## config.mk

```make
export PLATFORM = sky130hd
export DESIGN_NAME = mmio_test_monitor
export DESIGN_NICKNAME = d
export VERILOG_FILES = /design/src/rtl/mmio_monitor_pkg.sv /design/src/rtl/mon_sync_fifo.sv /design/src/rtl/mmio_test_monitor.sv
export SDC_FILE = /design/constraint.sdc
export NUM_CORES = 1
export LEC_CHECK = 0
export CAP_MARGIN = 20
export CELL_PAD_IN_SITES_DETAIL_PLACEMENT = 0
export CELL_PAD_IN_SITES_GLOBAL_PLACEMENT = 1
export CORE_MARGIN = 4
export CORE_UTILIZATION = 33
export DETAILED_ROUTE_END_ITERATION = 8
export GPL_TIMING_DRIVEN = 0
export PLACE_DENSITY = 0.75
export REMOVE_ABC_BUFFERS = 1
export SYNTH_ARGS = -nofsm -noshare
export SYNTH_HDL_FRONTEND = slang
export SYNTH_SLANG_ARGS = --single-unit
```

## constraint.sdc

```tcl
create_clock -name clk -period 2.6 [get_ports clk]
set_clock_uncertainty 0.1 [all_clocks]
set_input_delay 0.78 -clock clk [delete_from_list [all_inputs] [get_ports clk]]
set_output_delay 0.78 -clock clk [all_outputs]
set_load 0.03 [all_outputs]
```

## src/rtl/mmio_monitor_pkg.sv

```systemverilog
// Shared types and default addresses for the MMIO end-of-test monitor.
package mmio_monitor_pkg;

   typedef enum logic [1:0] {MON_RUN, MON_DRAIN, MON_DONE} mon_state_t;

   localparam logic [31:0] CONSOLE_ADDR_D = 32'h1000_0000;
   localparam logic [31:0] RESULT_ADDR_D  = 32'd100;
   localparam logic [31:0] IGNORE_ADDR_D  = 32'd96;

   // Width of a channel index; a single channel still needs one bit.
   function automatic int unsigned ch_width(input int unsigned n);
      return (n > 1) ? $clog2(n) : 1;
   endfunction

endpackage

```

## src/rtl/mon_sync_fifo.sv

```systemverilog
// Console byte FIFO: single clock, extra pointer bit to tell full from empty.
module mon_sync_fifo #(
   parameter int unsigned WIDTH = 9,
   parameter int unsigned DEPTH = 8
) (
   input  logic             clk,
   input  logic             reset,
   input  logic             push,
   input  logic             pop,
   input  logic [WIDTH-1:0] wdata,
   output logic [WIDTH-1:0] rdata,
   output logic             full,
   output logic             empty
);

   localparam int unsigned PW = $clog2(DEPTH);

   logic [PW:0]      wptr_q, rptr_q;
   logic [WIDTH-1:0] mem_q [DEPTH];
   logic             wr_en, rd_en;

   // A push on a full FIFO is accepted only when the head leaves in the same cycle.
   always_comb begin
      empty = (wptr_q == rptr_q);
      full  = (wptr_q[PW] != rptr_q[PW]) && (wptr_q[PW-1:0] == rptr_q[PW-1:0]);
      wr_en = push && (!full || pop);
      rd_en = pop && !empty;
      rdata = mem_q[rptr_q[PW-1:0]];
   end

   // Storage and pointers; storage is cleared so the head reads 0 out of reset.
   always_ff @(posedge clk or negedge reset) begin
      if (!reset) begin
         wptr_q <= '0;
         rptr_q <= '0;
         for (int i = 0; i < DEPTH; i++) mem_q[i] <= '0;
      end else begin
         if (wr_en) begin
            mem_q[wptr_q[PW-1:0]] <= wdata;
            wptr_q                <= wptr_q + 1'b1;
         end
         if (rd_en) rptr_q <= rptr_q + 1'b1;
      end
   end

endmodule

```

## src/rtl/mmio_test_monitor.sv

```systemverilog
// End-of-test monitor: snoops store ports, buffers console bytes, tracks
// pass/fail mailbox writes and a watchdog, and raises done via RUN/DRAIN/DONE.
module mmio_test_monitor
   import mmio_monitor_pkg::*;
#(
   parameter int unsigned          NCH          = 2,
   parameter int unsigned          AW           = 32,
   parameter int unsigned          DW           = 32,
   parameter logic [AW-1:0]        CONSOLE_ADDR = AW'(CONSOLE_ADDR_D),
   parameter logic [AW-1:0]        RESULT_ADDR  = AW'(RESULT_ADDR_D),
   parameter logic [AW-1:0]        IGNORE_ADDR  = AW'(IGNORE_ADDR_D),
   parameter logic [NCH*DW-1:0]    PASS_VAL     = {32'd7, 32'd25},
   parameter bit                   STRICT       = 1'b0,
   parameter int unsigned          FIFO_DEPTH   = 8,
   parameter int unsigned          DRAIN_CYCLES = 4,
   parameter int unsigned          TIMEOUT      = 100,
   localparam int unsigned         CHW          = ch_width(NCH)
) (
   input  logic              clk,
   input  logic              reset,
   input  logic [NCH-1:0]    mem_we,
   input  logic [NCH*AW-1:0] mem_addr,
   input  logic [NCH*DW-1:0] mem_wdata,
   output logic              con_valid,
   input  logic              con_ready,
   output logic [7:0]        con_data,
   output logic [CHW-1:0]    con_ch,
   output logic              con_drop,
   output logic [NCH-1:0]    pass_mask,
   output logic              fail,
   output logic [CHW-1:0]    fail_ch,
   output logic              timeout,
   output logic              done
);

   localparam int unsigned    FW        = CHW + 8;
   localparam int unsigned    TCW       = $clog2(TIMEOUT + 2);
   localparam logic [TCW-1:0] TO_LIM    = TCW'(TIMEOUT);
   localparam logic [TCW-1:0] CNT_SAT   = (TIMEOUT == 0) ? TCW'(1) : TCW'(TIMEOUT);
   localparam int unsigned    DCW       = $clog2(DRAIN_CYCLES + 2);
   localparam logic [DCW-1:0] DRAIN_LIM = DCW'((DRAIN_CYCLES > 0) ? DRAIN_CYCLES - 1 : 0);

   mon_state_t     state_q, state_d;
   logic [NCH-1:0] pass_q, pass_d, pass_set, fail_hit;
   logic           fail_q, fail_d, timeout_q, timeout_d, drop_q, drop_d;
   logic [CHW-1:0] fail_ch_q, fail_ch_d, fail_sel, con_sel;
   logic [TCW-1:0] cyc_q, cyc_d;
   logic [DCW-1:0] drain_q, drain_d;
   logic [7:0]     con_byte;
   logic           active, con_req, con_extra, fail_found, to_hit;
   logic           f_push, f_pop, f_full, f_empty;
   logic [FW-1:0]  f_rdata;

   // Decode every channel's store: console arbitration, pass values, strict failures.
   always_comb begin
      active     = (state_q != MON_DONE);
      con_req    = 1'b0;
      con_extra  = 1'b0;
      con_sel    = '0;
      con_byte   = '0;
      pass_set   = '0;
      fail_hit   = '0;
      fail_sel   = '0;
      fail_found = 1'b0;
      for (int ch = 0; ch < NCH; ch++) begin
         if (mem_we[ch] && active) begin
            if (mem_addr[ch*AW +: AW] == CONSOLE_ADDR) begin
               if (con_req) begin
                  con_extra = 1'b1;
               end else begin
                  con_req  = 1'b1;
                  con_sel  = CHW'(ch);
                  con_byte = mem_wdata[ch*DW +: 8];
               end
            end
            if (mem_addr[ch*AW +: AW] == RESULT_ADDR) begin
               if (mem_wdata[ch*DW +: DW] == PASS_VAL[ch*DW +: DW]) pass_set[ch] = 1'b1;
               else if (STRICT) fail_hit[ch] = 1'b1;
            end
            if (STRICT && mem_addr[ch*AW +: AW] != CONSOLE_ADDR &&
                mem_addr[ch*AW +: AW] != RESULT_ADDR && mem_addr[ch*AW +: AW] != IGNORE_ADDR) begin
               fail_hit[ch] = 1'b1;
            end
         end
         if (fail_hit[ch] && !fail_found) begin
            fail_found = 1'b1;
            fail_sel   = CHW'(ch);
         end
      end
   end

   // Sticky status, console push/drop and the saturating watchdog.
   always_comb begin
      f_pop     = !f_empty && con_ready;
      f_push    = con_req;
      drop_d    = drop_q | con_extra | (con_req & f_full & ~f_pop);
      pass_d    = pass_q | pass_set;
      fail_d    = fail_q | fail_found;
      fail_ch_d = (!fail_q && fail_found) ? fail_sel : fail_ch_q;
      cyc_d     = (cyc_q == CNT_SAT) ? cyc_q : cyc_q + 1'b1;
      to_hit    = (TIMEOUT != 0) && active && (cyc_d == TO_LIM);
      timeout_d = timeout_q | to_hit;
   end

   // Next state: any failure or expiry ends the test; all-pass waits out the drain.
   always_comb begin
      state_d = state_q;
      drain_d = drain_q;
      unique case (state_q)
         MON_RUN: begin
            if (fail_d || timeout_d) begin
               state_d = MON_DONE;
            end else if (&pass_d) begin
               state_d = MON_DRAIN;
               drain_d = '0;
            end
         end
         MON_DRAIN: begin
            if (fail_d || timeout_d) state_d = MON_DONE;
            else if (drain_q >= DRAIN_LIM && f_empty) state_d = MON_DONE;
            else if (drain_q < DRAIN_LIM) drain_d = drain_q + 1'b1;
         end
         MON_DONE: state_d = MON_DONE;
         default:  state_d = MON_DONE;
      endcase
   end

   // State registers; everything returns to zero / RUN on reset.
   always_ff @(posedge clk or negedge reset) begin
      if (!reset) begin
         state_q   <= MON_RUN;
         pass_q    <= '0;
         fail_q    <= 1'b0;
         fail_ch_q <= '0;
         timeout_q <= 1'b0;
         drop_q    <= 1'b0;
         cyc_q     <= '0;
         drain_q   <= '0;
      end else begin
         state_q   <= state_d;
         pass_q    <= pass_d;
         fail_q    <= fail_d;
         fail_ch_q <= fail_ch_d;
         timeout_q <= timeout_d;
         drop_q    <= drop_d;
         cyc_q     <= cyc_d;
         drain_q   <= drain_d;
      end
   end

   mon_sync_fifo #(
      .WIDTH (FW),
      .DEPTH (FIFO_DEPTH)
   ) u_fifo (
      .clk   (clk),
      .reset (reset),
      .push  (f_push),
      .pop   (f_pop),
      .wdata ({con_sel, con_byte}),
      .rdata (f_rdata),
      .full  (f_full),
      .empty (f_empty)
   );

   // Output mapping.
   always_comb begin
      con_valid = !f_empty;
      con_data  = f_rdata[7:0];
      con_ch    = f_rdata[FW-1:8];
      con_drop  = drop_q;
      pass_mask = pass_q;
      fail      = fail_q;
      fail_ch   = fail_ch_q;
      timeout   = timeout_q;
      done      = (state_q == MON_DONE);
   end

endmodule
```

==> flow_metrics.py <==
metrics = {
    "synth": {
        "yosys.cell_types.count": 52,
        "synth_top_area_frac": 0.461,
        "synth-edff-count": 0,
        "post_synth_main_area_contributors": "sky130_fd_sc_hd__dfrtp_1 (46%), sky130_fd_sc_hd__mux4_2 (7.8%), sky130_fd_sc_hd__nand2_1 (7.3%)",
        "total_number_of_yosys_warnings": 0,
        "yosys.area.top_type": "sky130_fd_sc_hd__dfrtp_1",
        "synth-main-ff-cell": "sky130_fd_sc_hd__dfrtp_1",
        "mappedNetlistArea_um2": 5210,
        "cell_count_after_synthesis": 478,
        "postSynthAreaPerCell_um2": 10.9,
        "synth-seq-cells": 96,
        "sequential_fraction_of_the_synthesis_area": 0.461,
        "synth-async-reset-ratio": 1.00,
    },
    "die": {
        "area_of_the_core_um2": 15300,
        "row_count": 45,
        "starting_density": 0.340,
        "die_h_um": 134,
        "num_io_pins": 150,
        "chipWidth_um": 134,
        "floorplan.die_area_um2": 17900,
    },
    "setup_path": {
        "r2r_end": "u_fifo.mem_q[54]$_DFFE_PN0P_",
        "crit_path_end": "con_data[7]",
        "cp_max_fo": 12,
        "timing.critical_path.to_type": "primary output",
        "path_class": "flip-flop to primary output",
        "rr_worst_depth": 10,
        "wp_data_required_ns": 1.72,
        "critPathLaunchType": "flip-flop",
        "critical_path_arrival_ns": 1.92,
        "critical_path.startpoint": "u_fifo.rptr_q[0]$_DFFE_PN0P_",
        "critical_path.reg2reg.startpoint": "state_q[0]$_DFFE_PN0P_",
        "rrSetupSlack_ns": 0.15,
    },
    "timing": {
        "finalWorstPathRequiredPeriod_ns": 2.80,
        "rsz0062_at_grt": "yes",
        "slew_of_the_pin_with_the_lowest_slew_margin_ns": 0.514,
        "final_critical_path_setup_slack_ns": -0.205,
        "fmax_ghz": 0.357,
        "fin_setup_tns_ns": -1.69,
        "fin_hold_ws_ns": 0.283,
        "drv_slew": 0,
        "min_period_over_period": 1.08,
        "timing_hold_violations_final": 0,
        "timing.final.setup_violations": 16,
        "worst_slew_margin_rel": 0.657,
    },
    "cts": {
        "tritoncts_clock_tree": "yes",
        "largest_buffer_count_on_any_clock_path": 2,
        "clock_transition_at_path_regs_ns": 0.07,
        "cts_htree_levels": 3,
        "root_buffer": "sky130_fd_sc_hd__clkbuf_16",
        "cts.sinks": 96,
        "cts_buf_count": 9,
        "clock_insertion_delay_worst_skew_ns": 0.35,
    },
    "global_route": {
        "gr-usage-all-layers": 0.192,
        "wire_length_of_the_first_global_routing_pass_um": 26600,
        "vias_in_the_first_global_route": 4727,
        "antenna_found_initial": 0,
        "grt_start_max_net_pins": 65,
        "grt_remaining_overflow": 0,
    },
    "finish": {
        "final_net_count": 808,
        "syn_to_final_growth_pct": 58.8,
        "layout.cells.most_common": "sky130_fd_sc_hd__dfrtp_1",
        "drive_above_1_share": 0.368,
        "antennaDiodeCount": 0,
        "most-common-layout-cells": "sky130_fd_sc_hd__dfrtp_1 (92), sky130_fd_sc_hd__nand2_1 (78), sky130_fd_sc_hd__clkdlybuf4s50_1 (67)",
    },
    "placed_design": {
        "globalplace.congestion": 0.909,
        "post_detail_place_hpwl_um": 11400,
        "io_buffers": 147,
    },
    "routing": {
        "total_routed_length_um": 17500,
        "detailed_route_drc_error_count": 0,
        "drt-vias-per-instance": 5.11,
        "initialDrtViolationCount": 214,
        "dr.pass1.iters": 4,
        "wl_per_cell_um": 19.8,
        "ant_nets": 0,
        "routed-via-count": 4518,
    },
    "worst_hold_path": {
        "worst_hold_path_type": "input port to async pin",
    },
    "run": {
        "maxCapViolCount": 0,
    },
    "power_and_ir_drop": {
        "cellLeakagePower_nw": 3.49,
        "seq_power_share": 0.445,
        "share_clk_of_total_power": 0.415,
        "irDropWorstVdd_mv": 0.342,
        "switching_share": 0.234,
        "power.density_cell_area_nw_per_um2": 410,
        "net-switching-power_mw": 0.794,
        "pwr-share-comb": 0.140,
        "internal-power_mw": 2.60,
    },
    "run_status": {
        "failing_checks": "setup timing",
        "run_status": "complete, but fails checks",
    },
}
power by group through the flow:
stage | combinational [mW] | sequential [mW] | clock, mW
after floorplan | 0.0899 | 1.57 | 0
after global placement | 0.354 | 1.59 | 0
after detailed placement | 0.426 | 1.56 | 0
after CTS | 0.462 | 1.51 | 1.43
after global routing | 0.509 | 1.51 | 1.49
final | 0.475 | 1.51 | 1.41
layer usage:
layer | wire, µm | up-vias | share of wire | track usage
met4 | 371 | 0 | 0.021 | 0.0440
met5 | 0 | - | 0 | 0
met2 | 8860 | 123 | 0.51 | 0.326
met1 | 7380 | 2233 | 0.42 | 0.251
li1 | - | 2139 | - | -
met3 | 916 | 23 | 0.052 | 0.0438
logic make-up after synthesis:
logic type,Yosys count,synth area share
buf+inv,34,0.0392
other cells,1,0.000720
fa+ha+maj,6,0.0144
mux,29,0.102
flops,96,0.461
xor+xnor,17,0.0300
simple gates,189,0.180
compound gates,106,0.173
area by class of cell:
| cell class | count | area, µm² |
|---|---|---|
| clock inverters | 4 | 51.3 |
| well taps | 211 | 264 |
| repair buffers | 201 | 2170 |
| multi-input cells | 349 | 3060 |
| fillers | 1307 | 7040 |
| flip-flops and latches | 96 | 2410 |
| inverters | 12 | 45.0 |
| clock buffers | 12 | 267 |
synth_stat cells, types with 4 or more instances:
| cell type | number |
|---|---|
| sky130_fd_sc_hd__xnor2_1 | 11 |
| sky130_fd_sc_hd__dfrtp_1 | 96 |
| sky130_fd_sc_hd__a21oi_1 | 4 |
| sky130_fd_sc_hd__o21ai_0 | 9 |
| sky130_fd_sc_hd__nor4b_1 | 5 |
| sky130_fd_sc_hd__o2111ai_4 | 7 |
| sky130_fd_sc_hd__mux4_2 | 18 |
| sky130_fd_sc_hd__nand3_1 | 8 |
| sky130_fd_sc_hd__mux2_2 | 11 |
| sky130_fd_sc_hd__ha_1 | 6 |
| sky130_fd_sc_hd__o21ai_1 | 41 |
| sky130_fd_sc_hd__o21a_4 | 7 |
| sky130_fd_sc_hd__buf_4 | 5 |
| sky130_fd_sc_hd__nor2_1 | 13 |
| sky130_fd_sc_hd__buf_6 | 5 |
| sky130_fd_sc_hd__nor4_1 | 27 |
| sky130_fd_sc_hd__inv_1 | 11 |
| sky130_fd_sc_hd__xor2_1 | 5 |
| sky130_fd_sc_hd__nand2_1 | 101 |
| sky130_fd_sc_hd__o21ai_2 | 25 |
| sky130_fd_sc_hd__nor3_1 | 5 |
| sky130_fd_sc_hd__nor2b_1 | 4 |
| sky130_fd_sc_hd__buf_2 | 7 |
| sky130_fd_sc_hd__nand4_1 | 10 |
worst min path at each step:
stage | from | to | slack, ns | cells after the start
after floorplan | u_fifo.mem_q[17]$_DFFE_PN0P_ | u_fifo.mem_q[17]$_DFFE_PN0P_ | 0.34 | 2
after CTS | reset | state_q[1]$_DFFE_PN0P_ | 0.29 | 1
after global placement | u_fifo.mem_q[11]$_DFFE_PN0P_ | u_fifo.mem_q[11]$_DFFE_PN0P_ | 0.36 | 2
after detailed placement | u_fifo.mem_q[47]$_DFFE_PN0P_ | u_fifo.mem_q[47]$_DFFE_PN0P_ | 0.36 | 2
after global routing | reset | cyc_q[6]$_DFF_PN0_ | 0.32 | 1
final | reset | cyc_q[4]$_DFF_PN0_ | 0.28 | 1
flip-flops by register name, indices dropped and copies added (netlist names):
register       count
con_drop           1
cyc_q              7
drain_q            3
pass_mask          2
state_q            2
timeout            1
u_fifo.mem_q      72
u_fifo.rptr_q      4
u_fifo.wptr_q      4
critical path, stage by stage (launching register included):
cell and delay, ns:
sky130_fd_sc_hd__dfrtp_4 0.45, sky130_fd_sc_hd__buf_16 0.17, sky130_fd_sc_hd__mux4_2 0.51, sky130_fd_sc_hd__mux2_4 0.30
sky130_fd_sc_hd__buf_6 0.14
what timing repair did:
| action | 4_1_cts | 5_1_grt |
|---|---|---|
| pin swaps | 45 | 46 |
| hold buffers | 0 | 0 |
| resized for setup | 220 | 99 |
| cloned | 5 | 3 |
| setup endpoints to repair | 93 | 86 |
| endpoints found under the hold margin | 0 | 0 |
| setup buffers | 35 | 5 |
stage by stage:
step / std cells / area (µm²) / setup slack [ns] / util / power [mW]
3_5_place_dp: 822 / 6910 / -1.53 / 0.451 / 1.98
6_report: 885 / 8270 / -0.205 / 0.540 / 3.39
4_1_cts: 878 / 7990 / -0.223 / 0.521 / 3.40
3_3_place_gp: 815 / 6790 / -3.90 / 0.443 / 1.94
5_1_grt: 885 / 8270 / -0.255 / 0.540 / 3.51
2_1_floorplan: 457 / 5050 / -2.18 / - / 1.66
(Power assumes the default switching activity.)
